File: config.mk
export PLATFORM = sky130hd
export DESIGN_NAME = vga_sync_gen
export DESIGN_NICKNAME = d
export VERILOG_FILES = /design/src/rtl/vga_sync_gen.sv
export SDC_FILE = /design/constraint.sdc
export NUM_CORES = 1
export LEC_CHECK = 0
export ABC_CLOCK_PERIOD_IN_PS = 4700
export CORE_MARGIN = 8
export CORE_UTILIZATION = 30
export CTS_CLUSTER_SIZE = 14
export DETAILED_ROUTE_END_ITERATION = 16
export PLACE_DENSITY = 0.47
export RECOVER_POWER = 100
export SLEW_MARGIN = 0
export SYNTH_ARGS = -nofsm -noshare
export SYNTH_HDL_FRONTEND = slang
export SYNTH_SLANG_ARGS = --single-unit
File: constraint.sdc
create_clock -name clk -period 4.7 [get_ports clk]
set_input_delay 0.705 -clock clk [delete_from_list [all_inputs] [get_ports clk]]
set_output_delay 0.705 -clock clk [all_outputs]
set_load 0.01 [all_outputs]
File: src/rtl/vga_sync_gen.sv
// -----------------------------------------------------------------------------
// vga_sync_gen
//
// VGA raster timing generator for the pong display (640x480@60 by default).
// Divides the system clock into a one-clk pixel tick, then steps the
// horizontal and vertical position counters on each tick. The sync and blank
// outputs are decoded from the *next* counter values and registered, so they
// change on the same edge as pos_x/pos_y.
//
// Optional build macro:
//   VGA_SYNC_PIPE_EN - adds one pixel-tick-enabled register stage on hsync,
//                      vsync and video_on. They then lag pos_x/pos_y by one
//                      pixel, which lines them up with a registered colour
//                      stage downstream.
//
// Ports:
//   clk         in   system clock
//   rst_n       in   asynchronous active-low reset
//   en          in   run enable; low freezes the divider and the counters
//   pixel_tick  out  one-clk pulse per pixel advance
//   pos_x       out  horizontal count, 0..H_TOTAL-1
//   pos_y       out  vertical count, 0..V_TOTAL-1
//   video_on    out  high inside the active H_ACTIVE x V_ACTIVE area
//   hsync       out  horizontal sync, active low
//   vsync       out  vertical sync, active low
//   frame_start out  one-clk pulse on the tick that loads position (0,0)
// -----------------------------------------------------------------------------
module vga_sync_gen #(
    parameter int CLK_DIV  = 4,
    parameter int H_ACTIVE = 640,
    parameter int H_FP     = 16,
    parameter int H_SYNC   = 96,
    parameter int H_BP     = 48,
    parameter int V_ACTIVE = 480,
    parameter int V_FP     = 10,
    parameter int V_SYNC   = 2,
    parameter int V_BP     = 33
) (
    input  logic       clk,
    input  logic       rst_n,
    input  logic       en,
    output logic       pixel_tick,
    output logic [9:0] pos_x,
    output logic [9:0] pos_y,
    output logic       video_on,
    output logic       hsync,
    output logic       vsync,
    output logic       frame_start
);

    localparam int H_TOTAL = H_ACTIVE + H_FP + H_SYNC + H_BP;
    localparam int V_TOTAL = V_ACTIVE + V_FP + V_SYNC + V_BP;
    localparam int DIV_W   = (CLK_DIV > 1) ? $clog2(CLK_DIV) : 1;

    localparam logic [DIV_W-1:0] DIV_LAST = DIV_W'(CLK_DIV - 1);

    localparam logic [9:0] H_LAST   = 10'(H_TOTAL - 1);
    localparam logic [9:0] V_LAST   = 10'(V_TOTAL - 1);
    localparam logic [9:0] H_VIS    = 10'(H_ACTIVE);
    localparam logic [9:0] V_VIS    = 10'(V_ACTIVE);
    localparam logic [9:0] HS_START = 10'(H_ACTIVE + H_FP);
    localparam logic [9:0] HS_END   = 10'(H_ACTIVE + H_FP + H_SYNC);
    localparam logic [9:0] VS_START = 10'(V_ACTIVE + V_FP);
    localparam logic [9:0] VS_END   = 10'(V_ACTIVE + V_FP + V_SYNC);

    logic [DIV_W-1:0] div_cnt;
    logic             div_wrap;
    logic             advance;
    logic [9:0]       x_nxt;
    logic [9:0]       y_nxt;
    logic             hs_nxt;
    logic             vs_nxt;
    logic             von_nxt;

    // First-stage registered decode, aligned with pos_x/pos_y.
    logic             hs_r;
    logic             vs_r;
    logic             von_r;

    assign div_wrap = (div_cnt == DIV_LAST);
    assign advance  = en && div_wrap;

    // Next position and the decode of that position.
    always_comb begin
        x_nxt   = pos_x;
        y_nxt   = pos_y;
        if (pos_x == H_LAST) begin
            x_nxt = 10'd0;
            y_nxt = (pos_y == V_LAST) ? 10'd0 : pos_y + 10'd1;
        end else begin
            x_nxt = pos_x + 10'd1;
        end
        hs_nxt  = !((x_nxt >= HS_START) && (x_nxt < HS_END));
        vs_nxt  = !((y_nxt >= VS_START) && (y_nxt < VS_END));
        von_nxt = (x_nxt < H_VIS) && (y_nxt < V_VIS);
    end

    always_ff @(posedge clk or negedge rst_n) begin
        if (!rst_n) begin
            div_cnt     <= '0;
            pixel_tick  <= 1'b0;
            frame_start <= 1'b0;
            pos_x       <= H_LAST;
            pos_y       <= V_LAST;
            hs_r        <= 1'b1;
            vs_r        <= 1'b1;
            von_r       <= 1'b0;
        end else begin
            pixel_tick  <= 1'b0;
            frame_start <= 1'b0;
            if (en) begin
                if (div_wrap) begin
                    div_cnt     <= '0;
                    pixel_tick  <= 1'b1;
                    pos_x       <= x_nxt;
                    pos_y       <= y_nxt;
                    hs_r        <= hs_nxt;
                    vs_r        <= vs_nxt;
                    von_r       <= von_nxt;
                    frame_start <= (x_nxt == 10'd0) && (y_nxt == 10'd0);
                end else begin
                    div_cnt <= div_cnt + DIV_W'(1);
                end
            end
        end
    end

`ifdef VGA_SYNC_PIPE_EN
    // Second stage loads on the same tick edge, so it captures the decode of
    // the pixel that is just being left: a one-pixel lag behind position.
    logic hs_p;
    logic vs_p;
    logic von_p;

    always_ff @(posedge clk or negedge rst_n) begin
        if (!rst_n) begin
            hs_p  <= 1'b1;
            vs_p  <= 1'b1;
            von_p <= 1'b0;
        end else if (advance) begin
            hs_p  <= hs_r;
            vs_p  <= vs_r;
            von_p <= von_r;
        end
    end

    assign hsync    = hs_p;
    assign vsync    = vs_p;
    assign video_on = von_p;
`else
    assign hsync    = hs_r;
    assign vsync    = vs_r;
    assign video_on = von_r;
`endif

endmodule

==> results of run 1 <==
[placed cells by master (no fill, tap or decap), types with 4 or more instances in the layout]
master                             n
sky130_fd_sc_hd__nand2_1          34
sky130_fd_sc_hd__dlygate4sd3_1    19
sky130_fd_sc_hd__o21ai_0          17
sky130_fd_sc_hd__dfrtp_1          15
sky130_fd_sc_hd__nor2_1           14
sky130_fd_sc_hd__xnor2_1          12
sky130_fd_sc_hd__nand3_1          10
sky130_fd_sc_hd__a21oi_1           9
sky130_fd_sc_hd__dfstp_1           9
sky130_fd_sc_hd__clkdlybuf4s50_1   8
sky130_fd_sc_hd__inv_1             7
sky130_fd_sc_hd__and3_1            5
sky130_fd_sc_hd__nor3_1            5
sky130_fd_sc_hd__ha_1              5
sky130_fd_sc_hd__nor4_1            4
sky130_fd_sc_hd__a31oi_1           4
[state kept, by name, summed over array words and instances, names as in the netlist]
signal	count
hsync	1
div_cnt	2
pixel_tick	1
video_on	1
pos_y	10
vsync	1
pos_x	10
frame_start	1
[layout make-up]
class	count	area, um2	area share [%]
Sequential cell	27	691	31.6
Inverter	7	26.3	1.20
Clock buffer	4	45.0	2.06
Tap cell	77	96.3	4.41
Timing Repair Buffer	28	274	12.5
Multi-Input combinational cell	169	1050	48.2
[critical path, cell delays in order, from the launching register on]
cell	delay, ps
sky130_fd_sc_hd__dfstp_1	630
sky130_fd_sc_hd__ha_1	330
sky130_fd_sc_hd__and4_1	340
sky130_fd_sc_hd__nand3_1	350
sky130_fd_sc_hd__nor2_1	650
sky130_fd_sc_hd__a32oi_1	140
sky130_fd_sc_hd__a2111oi_0	430
[layer usage]
| metal | share of wire [%] | vias to the layer above | wire length, um |
|---|---|---|---|
| met5 | 0 | - | 0 |
| met4 | 0.94 | 0 | 47 |
| met3 | 5.2 | 2 | 258 |
| met2 | 44 | 39 | 2220 |
| met1 | 49 | 807 | 2480 |
| li1 | - | 828 | - |
[power by group]
part | internal, mW | total (mW) | switching [mW]
registers | 0.272 | 0.310 | 0.0381
logic | 0.0814 | 0.168 | 0.0862
clock network | 0.0609 | 0.139 | 0.0781
[stage by stage]
stage / setup slack, ps / total power [mW] / util, % / std cells / hold WS [ps]
6_report: 1710 / 0.617 / 35.0 / 312 / 502
5_1_grt: 1470 / 0.663 / 35.0 / 312 / 560
4_1_cts: 1840 / 0.645 / 35.5 / 312 / 508
2_1_floorplan: 2240 / 0.427 / - / 219 / 409
3_3_place_gp: 1930 / 0.502 / 34.8 / 308 / 493
3_5_place_dp: 1870 / 0.501 / 34.8 / 308 / 486
[final timing paths]
check	start	to	slack, ps	cells past startpoint
worst max-delay path	pos_x[0]$_DFFE_PN1P_	frame_start$_DFF_PN0_	1710	6
worst min-delay path	pos_x[1]$_DFFE_PN1P_	pos_x[1]$_DFFE_PN1P_	500	2
worst max register to register	pos_x[0]$_DFFE_PN1P_	frame_start$_DFF_PN0_	1710	6
worst min register to register	pos_x[1]$_DFFE_PN1P_	pos_x[1]$_DFFE_PN1P_	500	2
max in group asynchronous	rst_n	pixel_tick$_DFF_PN0_	2500	2
min in group asynchronous	rst_n	div_cnt[1]$_DFFE_PN0P_	1320	2
[cells by family after synthesis]
group	Yosys count	share of synthesized area [%]
AND/OR/NAND/NOR	90	24.8
AO/OA/AOI/OAI	53	18.5
flip-flops	27	36.4
buffers and inverters	23	6.85
XOR/XNOR	15	6.92
adder cells (fa/ha/maj)	6	3.82
multiplexers	5	2.77
==> impl_results.rst, run 1 <==
.. list-table::
   :header-rows: 1

   * - Metric
     - Value
   * - Gate Count Post-Synth
     - between 200 and 250
   * - Max transition margin
     - -1.53%
   * - GPL Wtd Cong
     - approximately 0.85
   * - Post-DP HPWL
     - around 3700 um
   * - Residual antenna-violating net count after detailed routing
     - 0
   * - Critical Path Source Type
     - flop
   * - FP Rows
     - 29
   * - Die ar.
     - 9130 um2
   * - Highest fanout seen on the critical path
     - 10
   * - M2 GR Usage
     - between 10% and 20%
   * - Worst-margin pin slew
     - between 1500 and 2000 ps
   * - Maximum number of pins on one net before global-route repair
     - 28
   * - Number of clock sinks
     - 27
   * - Vias per cell
     - roughly 5.4
   * - Top cells by count, synth
     - sky130_fd_sc_hd__nand2_1, sky130_fd_sc_hd__dfrtp_1, sky130_fd_sc_hd__nor2_1, sky130_fd_sc_hd__o21ai_0
   * - Skew-Pair Late Insertion Delay
     - ~280 ps
   * - Most Used Layer, Global Route
     - met2
   * - Sum of routed wire length over all layers
     - approximately 5000 um
   * - Met3 track utilization from global routing
     - under 10%
   * - Mapped Avg Cell Area
     - slightly below 9 um2
   * - Count of warnings emitted by yosys
     - 0
   * - I/O pin count
     - 28
   * - Run status
     - complete, but fails checks
   * - Sum of negative setup slack
     - 0 ps
   * - Met1 global-route usage
     - ~17%
   * - CTS resizes
     - 0
   * - Min Clock Period, post-route
     - 2990 ps
   * - Total GRT Usage
     - between 10 and 15%
   * - Clock transition at path regs
     - 100 ps
   * - Horizontal die dimension
     - about 96 um
   * - Proportion of netlist area held by the largest area contributor
     - 19.8%
   * - Cts bufs inserted
     - 3
   * - Maximum level of the CTS H-tree
     - 1
   * - First-pass GRT wire length
     - between 8000 and 9000 um
   * - Number of optimization iterations in the first detailed-route pass
     - 4
   * - Final design instance area without fill
     - 2180 um2
   * - Antenna violations before repair
     - 0
   * - Post-CTS Setup Repair Bufs
     - 0
   * - Via count of the first global-routing pass
     - about 1600
   * - Routed len/inst
     - roughly 16 um
   * - Post-synthesis cell type count
     - 52
   * - Number of hold-repair buffers added at the cts stage
     - 0
   * - Final Setup Violations
     - 0
   * - DIE HEIGHT
     - roughly 96 um
   * - Ys flop type
     - sky130_fd_sc_hd__dfrtp_1
   * - Share of post-route cells with drive strength above 1
     - between 7 and 8%
   * - Fin Clk Skew
     - between 6 and 7 ps
   * - Library cell with the largest summed area after synthesis
     - sky130_fd_sc_hd__dfrtp_1
   * - Maximum vdd drop
     - 0.000186 V
   * - RSZ-0062 raised after global routing
     - no
   * - Final Max Tran Viols
     - 28
   * - Number of nets at the end of the flow
     - between 200 and 250
   * - Critical Path AT
     - ~3100 ps
   * - Biggest area contributors in the synthesized netlist
     - sky130_fd_sc_hd__dfrtp_1, sky130_fd_sc_hd__dfstp_2, sky130_fd_sc_hd__nand2_1, sky130_fd_sc_hd__xnor2_1, sky130_fd_sc_hd__o21ai_0
   * - Placed instance area
     - 2170 um2
   * - Synthesized flop and latch total
     - 27
   * - Count of unresolved DRC violations after routing
     - 0
   * - Final hold viol count
     - 0
   * - Antenna diodes
     - 0
   * - Area of the placeable core
     - approximately 6200 um2
   * - Library cell with the highest instance count after synthesis
     - sky130_fd_sc_hd__nand2_1
   * - Signed area change from the synthesized netlist to the final layout
     - 15.0%
   * - Number of max-capacitance violations reported
     - 1
   * - Power per Cell Area
     - between 200 and 300 nW/um2
   * - Total number of vias
     - about 1700
   * - Root Buffer Master
     - sky130_fd_sc_hd__clkbuf_8
   * - CTS tree
     - done
   * - Hold/Removal Path Class
     - reg -> reg
   * - Synthesized Nets
     - ~230
   * - Share of the clock period used by the worst path
     - ~64%
   * - Count of input and output buffers
     - 27
   * - Maximum operating frequency
     - ~0.33 GHz
   * - Initial core utilization
     - a little under a third
   * - Global route total overflow
     - 0
   * - Violated checks
     - capacitance limit, slew limit
   * - Endpoint type of the worst setup path
     - flop
   * - Count of fill cells added during filler insertion
     - roughly 680
   * - Critical Setup Path Class
     - reg -> reg
   * - Pleak
     - between 0.8 and 0.9 nW
   * - Number of enable-type register cells in the synthesized netlist
     - 0
   * - Fraction of registers with async set or reset after synthesis
     - 100%
   * - Share of synthesized area occupied by flip-flops and latches
     - between 30% and 40%
   * - CTS Buffer Depth
     - 2
   * - WP data required
     - 4850 ps
   * - DRT iter0 DRCs
     - ~110
   * - Total standard cell area after synthesis
     - about 1900 um2
No activity file was read; power rests on OpenSTA's default activity.
==> inputs of run 2 (changes only) <==
--- a/config.mk
+++ b/config.mk
@@ -5,12 +5,12 @@
 export SDC_FILE = /design/constraint.sdc
 export NUM_CORES = 1
 export LEC_CHECK = 0
-export ABC_CLOCK_PERIOD_IN_PS = 4700
+export ABC_CLOCK_PERIOD_IN_PS = 2750
 export CORE_MARGIN = 8
 export CORE_UTILIZATION = 30
 export CTS_CLUSTER_SIZE = 14
 export DETAILED_ROUTE_END_ITERATION = 16
-export PLACE_DENSITY = 0.47
+export PLACE_DENSITY = 0.49
 export RECOVER_POWER = 100
 export SLEW_MARGIN = 0
 export SYNTH_ARGS = -nofsm -noshare
==> constraint.sdc (replaced) <==
create_clock -name clk -period 2.75 [get_ports clk]
set_input_delay 0.4125 -clock clk [delete_from_list [all_inputs] [get_ports clk]]
set_output_delay 0.4125 -clock clk [all_outputs]
set_load 0.01 [all_outputs]
==> impl_results.rst, run 2 (synthesis gave the netlist of run 1 again) <==
.. list-table::
   :header-rows: 1

   * - Metric
     - Value
   * - Number of clock sinks
     - 27 (unchanged)
   * - FP Rows
     - 29 (unchanged)
   * - Post-Route Hold Slack
     - 505 ps (+2.22 ps)
   * - Skew-Pair Late Insertion Delay
     - 280 ps (about the same)
   * - Share of post-route cells with drive strength above 1
     - 15.1% (+7.8 points)
   * - Top library cells by usage in the layout, fill and taps aside
     - sky130_fd_sc_hd__nand2_1, sky130_fd_sc_hd__dlygate4sd3_1, sky130_fd_sc_hd__o21ai_0
   * - RSZ-0062 raised after global routing
     - no
   * - Signed area change from the synthesized netlist to the final layout
     - 22.7%
   * - Post-DP HPWL
     - 3860 um (+5.7%)
   * - Horizontal die dimension
     - 95.6 um (unchanged)
   * - Endpoint type of the worst setup path
     - flop
   * - Violated checks
     - capacitance limit, slew limit
   * - WP data required
     - 2910 ps (-1940 ps)
   * - Count of unresolved DRC violations after routing
     - 0 (unchanged)
   * - Residual antenna-violating net count after detailed routing
     - 0 (unchanged)
   * - Maximum number of pins on one net before global-route repair
     - 28 (unchanged)
   * - Area of the placeable core
     - 6240 um2 (unchanged)
   * - Registers with the highest flip-flop counts
     - pos_x (10), pos_y (10), div_cnt (2)
   * - Count of input and output buffers
     - 27 (unchanged)
   * - Critical Setup Path Class
     - reg -> reg
   * - Power per Cell Area
     - 457 nW/um2 (+62%)
   * - Antenna diodes
     - 0 (unchanged)
   * - Final design instance area without fill
     - 2330 um2 (+6.7%)
   * - Max transition margin
     - -1.11% (+0.42 points)
   * - Hold/Removal Path Class
     - reg -> reg
   * - Highest fanout seen on the critical path
     - 7 (-3)
   * - Sum of negative setup slack
     - 0 ps (unchanged)
   * - DRT iter0 DRCs
     - 170 (+60%)
   * - Pleak
     - 0.913 nW (+10%)
   * - Fin Clk Skew
     - 6.57 ps (+0.0904 ps)
   * - Min Clock Period, post-route
     - 2540 ps (-456 ps)
   * - Total number of vias
     - 1692 (+0.95%)
   * - Maximum operating frequency
     - 0.394 GHz (+18%)
   * - Number of nets at the end of the flow
     - 261 (+7.0%)
   * - Via count of the first global-routing pass
     - 1674 (+2.7%)
   * - Final Setup Violations
     - 0 (unchanged)
   * - Final Max Tran Viols
     - 28 (unchanged)
   * - Sum of routed wire length over all layers
     - 4970 um (-0.70%)
   * - Critical Path Source Type
     - flop
   * - Clock transition at path regs
     - 100 ps (about the same)
   * - Run status
     - complete, but fails checks
   * - Final hold viol count
     - 0 (unchanged)
   * - Number of optimization iterations in the first detailed-route pass
     - 4 (unchanged)
   * - GPL Wtd Cong
     - 0.914 (+6.9%)
   * - CTS tree
     - done
   * - First-pass GRT wire length
     - 8510 um (+2.4%)
   * - Maximum level of the CTS H-tree
     - 1 (unchanged)
   * - Initial core utilization
     - 30.4% (unchanged)
   * - Worst-margin pin slew
     - 1520 ps (-6.33 ps)
   * - Maximum vdd drop
     - 0.000235 V (+26%)
   * - CTS Buffer Depth
     - 2 (unchanged)
   * - Number of cell instances on the worst register-to-register path
     - 7 (+1)
   * - Placed instance area
     - 2300 um2 (+5.9%)
   * - Share of the clock period used by the worst path
     - 92.3% (+29 points)
   * - Antenna violations before repair
     - 0 (unchanged)
   * - I/O pin count
     - 28 (unchanged)
   * - Cts bufs inserted
     - 3 (unchanged)
   * - Most frequent standard cell in the layout excluding fill and tap cells
     - sky130_fd_sc_hd__nand2_1
   * - Die ar.
     - 9130 um2 (unchanged)
   * - CTS resizes
     - 0 (unchanged)
   * - DIE HEIGHT
     - 95.6 um (unchanged)
   * - Root Buffer Master
     - sky130_fd_sc_hd__clkbuf_8
   * - Number of hold-repair buffers added at the cts stage
     - 0 (unchanged)
   * - Post-CTS Setup Repair Bufs
     - 0 (unchanged)
   * - Worst Hold Depth
     - 2 (unchanged)
   * - Total GRT Usage
     - 11.7% (+0.12 points)
   * - Global route total overflow
     - 0 (unchanged)
   * - Routed len/inst
     - 15.1 um (-5.8%)
   * - Critical Path AT
     - 2700 ps (-440 ps)
   * - Vias per cell
     - 5.14 (-4.3%)
   * - Number of max-capacitance violations reported
     - 1 (unchanged)
## run 2: layer usage
layer / wire (um) / track usage, %
met3: 148 / 1.18
met2: 2290 / 18.8
met5: 0 / 0
met1: 2470 / 15.7
met4: 63 / 4.23
## run 2: path summary, 6_finish.rpt
| path | endpoint | slack [ps] | startpoint |
|---|---|---|---|
| setup / recovery | frame_start$_DFF_PN0_ | 210 | pos_x[0]$_DFFE_PN1P_ |
| hold / removal | pos_x[1]$_DFFE_PN1P_ | 500 | pos_x[1]$_DFFE_PN1P_ |
| setup reg to reg | frame_start$_DFF_PN0_ | 210 | pos_x[0]$_DFFE_PN1P_ |
| hold reg to reg | pos_x[1]$_DFFE_PN1P_ | 500 | pos_x[1]$_DFFE_PN1P_ |
| max in group asynchronous | pos_y[4]$_DFFE_PN0P_ | 850 | rst_n |
| min in group asynchronous | pos_x[6]$_DFFE_PN0P_ | 1030 | rst_n |
## run 2: cell type report
cell class	instances	area, um2
Clock buffer	4	45.0
Multi-Input combinational cell	169	1080
Fill cell	667	3910
Tap cell	77	96.3
Sequential cell	27	691
Inverter	7	26.3
Timing Repair Buffer	45	394
## run 2: where the power goes
part	total, mW	switching (mW)	internal, mW
clock	0.233	0.129	0.104
sequential	0.528	0.0605	0.467
combinational	0.304	0.157	0.147
## run 2: stage by stage
step | power [mW] | instances | utilization [%] | setup WS, ps
after floorplan | 0.729 | 219 | - | 285
after global placement | 0.872 | 325 | 36.8 | 260
after detailed placement | 0.870 | 325 | 36.8 | 232
after CTS | 1.12 | 329 | 37.5 | 198
after global routing | 1.15 | 329 | 37.3 | 4.16
final | 1.06 | 329 | 37.3 | 212
## run 2: critical path, stage by stage (launching register included)
cell and delay, ps:
sky130_fd_sc_hd__dfstp_2 590, sky130_fd_sc_hd__ha_1 170, sky130_fd_sc_hd__and4_1 350, sky130_fd_sc_hd__nand2_1 80, sky130_fd_sc_hd__a2111oi_0 580, sky130_fd_sc_hd__mux2i_1 160
sky130_fd_sc_hd__a31o_2 260, sky130_fd_sc_hd__a2111oi_2 230
==> inputs of run 3 (changes only) <==
--- a/config.mk
+++ b/config.mk
@@ -5,7 +5,6 @@
 export SDC_FILE = /design/constraint.sdc
 export NUM_CORES = 1
 export LEC_CHECK = 0
-export ABC_CLOCK_PERIOD_IN_PS = 2750
 export CORE_MARGIN = 8
 export CORE_UTILIZATION = 30
 export CTS_CLUSTER_SIZE = 14
==> constraint.sdc (replaced) <==
create_clock -name clk -period 2.1 [get_ports clk]
set_input_delay 0.315 -clock clk [delete_from_list [all_inputs] [get_ports clk]]
set_output_delay 0.315 -clock clk [all_outputs]
set_load 0.01 [all_outputs]
==> impl_results.rst, run 3 (synthesis gave the netlist of run 1 again) <==
.. list-table::
   :header-rows: 1

   * - Metric
     - Value
   * - Largest stage delay, worst path
     - 570 ps (-20 ps)
   * - Count of input and output buffers
     - 27 (unchanged)
   * - CTS tree
     - done
   * - Worst Hold Depth
     - 2 (unchanged)
   * - Final Setup Violations
     - 2 (+2)
   * - Number of optimization iterations in the first detailed-route pass
     - 4 (unchanged)
   * - Horizontal die dimension
     - 95.6 um (unchanged)
   * - Top library cells by usage in the layout, fill and taps aside
     - sky130_fd_sc_hd__buf_4, sky130_fd_sc_hd__nand2_1, sky130_fd_sc_hd__dlygate4sd3_1
   * - Max transition margin
     - 52.0% (+53 points)
   * - Pleak
     - 1.16 nW (+27%)
   * - Count of unresolved DRC violations after routing
     - 0 (unchanged)
   * - Final Max Tran Viols
     - 0 (-100%)
   * - Final Power
     - 1.61 mW (+51%)
   * - Fin Clk Skew
     - 6.87 ps (+0.293 ps)
   * - Hold/Removal Path Class
     - reg -> reg
   * - Cts bufs inserted
     - 3 (unchanged)
   * - Signed area change from the synthesized netlist to the final layout
     - 48.1%
   * - Maximum operating frequency
     - 0.463 GHz (+17%)
   * - WP data required
     - 2290 ps (-620 ps)
   * - Global route total overflow
     - 0 (unchanged)
   * - Fin worst setup slack
     - -60.4 ps (-272 ps)
   * - Routed len/inst
     - 15.4 um (+2.3%)
   * - RSZ-0062 raised after global routing
     - yes
   * - Min Clock Period, post-route
     - 2160 ps (-378 ps)
   * - FP Rows
     - 29 (unchanged)
   * - Endpoint type of the worst setup path
     - flop
   * - Critical Setup Path Class
     - reg -> reg
   * - Critical Path AT
     - 2350 ps (-350 ps)
   * - Maximum vdd drop
     - 0.000370 V (+58%)
   * - Number of clock sinks
     - 27 (unchanged)
   * - Via count of the first global-routing pass
     - 1916 (+14%)
   * - Post-DP HPWL
     - 4490 um (+16%)
   * - Violated checks
     - setup timing
   * - Number of cell instances on the worst register-to-register path
     - 8 (+1)
   * - Most prevalent standard cell on the critical path
     - sky130_fd_sc_hd__a2111oi_4
   * - Root Buffer Master
     - sky130_fd_sc_hd__clkbuf_8
   * - Clock transition at path regs
     - 100 ps (about the same)
   * - Total GRT Usage
     - 13.0% (+1.4 points)
   * - Maximum number of pins on one net before global-route repair
     - 28 (unchanged)
   * - Highest fanout seen on the critical path
     - 3 (-4)
   * - Post-Route Hold Slack
     - 499 ps (-5.21 ps)
   * - Registers with the highest flip-flop counts
     - pos_x (10), pos_y (10), div_cnt (2)
   * - Run status
     - complete, but fails checks
   * - Antenna diodes
     - 0 (unchanged)
   * - Skew-Pair Late Insertion Delay
     - 280 ps (about the same)
   * - Area of the placeable core
     - 6240 um2 (unchanged)
   * - Share of the clock period used by the worst path
     - 103% (+11 points)
   * - Power per Cell Area
     - 573 nW/um2 (+25%)
   * - Most frequent standard cell in the layout excluding fill and tap cells
     - sky130_fd_sc_hd__buf_4
   * - Initial core utilization
     - 30.4% (unchanged)
   * - I/O pin count
     - 28 (unchanged)
   * - Sum of routed wire length over all layers
     - 5790 um (+17%)
   * - Final hold viol count
     - 0 (unchanged)
   * - Residual antenna-violating net count after detailed routing
     - 0 (unchanged)
   * - Number of nets at the end of the flow
     - 307 (+18%)
   * - DRT iter0 DRCs
     - 81 (-52%)
   * - Number of hold-repair buffers added at the cts stage
     - 0 (unchanged)
   * - Number of max-capacitance violations reported
     - 0 (-1)
   * - DIE HEIGHT
     - 95.6 um (unchanged)
   * - Antenna violations before repair
     - 0 (unchanged)
   * - Die ar.
     - 9130 um2 (unchanged)
   * - Share of post-route cells with drive strength above 1
     - 36.6% (+21 points)
   * - Final Instance Count excl. Fillers
     - 375 (+14%)
   * - Vias per cell
     - 5.15 (+0.13%)
   * - Critical Path Slowest Stage Cell
     - sky130_fd_sc_hd__dfstp_2
   * - Critical Path Source Type
     - flop
   * - Total placed cells including tap cells
     - 368 (+13%)
   * - Crit path cell chain
     - ha_4, and4_4, buf_6, nand2_4, a2111oi_4, mux2i_1, a31o_2, a2111oi_4
   * - Final design instance area without fill
     - 2810 um2 (+21%)
   * - Worst-margin pin slew
     - 720 ps (-796 ps)
   * - GPL Wtd Cong
     - 0.845 (-7.6%)
   * - First-pass GRT wire length
     - 9400 um (+10%)
   * - Placed instance area
     - 2660 um2 (+16%)
   * - Maximum level of the CTS H-tree
     - 1 (unchanged)
   * - Total number of vias
     - 1931 (+14%)
   * - CTS Buffer Depth
     - 2 (unchanged)
[run 3: cell count changes in the layout (fill, tap and decap cells not counted), sizes merged]
cell / change
buf: +45
dlygate4sd3: -5
clkinv: +1
clkdlybuf4s50: +5
[run 3: final timing paths]
check,startpoint,to,slack (ps)
max in group asynchronous,rst_n,pos_y[7]$_DFFE_PN0P_,1000
min in group asynchronous,rst_n,pos_x[6]$_DFFE_PN0P_,600
worst max-delay path,pos_x[0]$_DFFE_PN1P_,frame_start$_DFF_PN0_,-60
worst max register to register,pos_x[0]$_DFFE_PN1P_,frame_start$_DFF_PN0_,-60
worst min-delay path,video_on$_DFFE_PN0P_,video_on$_DFFE_PN0P_,500
worst min register to register,video_on$_DFFE_PN0P_,video_on$_DFFE_PN0P_,500
[run 3: routing by layer]
layer,GRT usage [%],part of all wire [%],up-vias
met5,0,0,-
met4,4.87,1.6,0
met3,1.18,3.6,7
met2,21.3,47,43
met1,17.3,47,933
li1,-,-,948
[run 3: metrics by stage]
stage,setup WS [ps],setup TNS (ps),util (%)
2_1_floorplan,-89.6,-166,-
3_3_place_gp,-96.4,-190,42.6
3_5_place_dp,-141,-269,42.6
4_1_cts,-71.2,-137,43.9
5_1_grt,-140,-319,45.1
6_report,-60.4,-117,45.1
[run 3: area by class of cell]
type	instances	area (um2)
clock inverter	1	5.00
multi-input combinational	169	1210
sequential	27	692
timing repair buffer	91	744
inverter	7	26.3
fill	659	3430
clock buffer	3	41.3
tap	77	96.3
[run 3: worst max-delay path: cells and delay by family (launching register included)]
| family | cells | cell delay [ps] |
|---|---|---|
| simple gates | 2 | 280 |
| flops | 1 | 570 |
| mux | 1 | 120 |
| buf+inv | 1 | 110 |
| fa+ha+maj | 1 | 140 |
| compound gates | 3 | 850 |
[run 3: repair_timing]
item | 4_1_cts | 5_1_grt
setup buffers | 2 | 2
pin swaps | 3 | 4
gates resized for setup | 5 | 15
endpoints found under the setup margin | 4 | 4
[run 3: power by group]
part           switching (mW)  leakage, nW  internal [mW]  total (mW)
Sequential             0.0473        0.317          0.616       0.664
Clock                   0.183       0.0255          0.134       0.317
Combinational           0.296        0.817          0.335       0.632
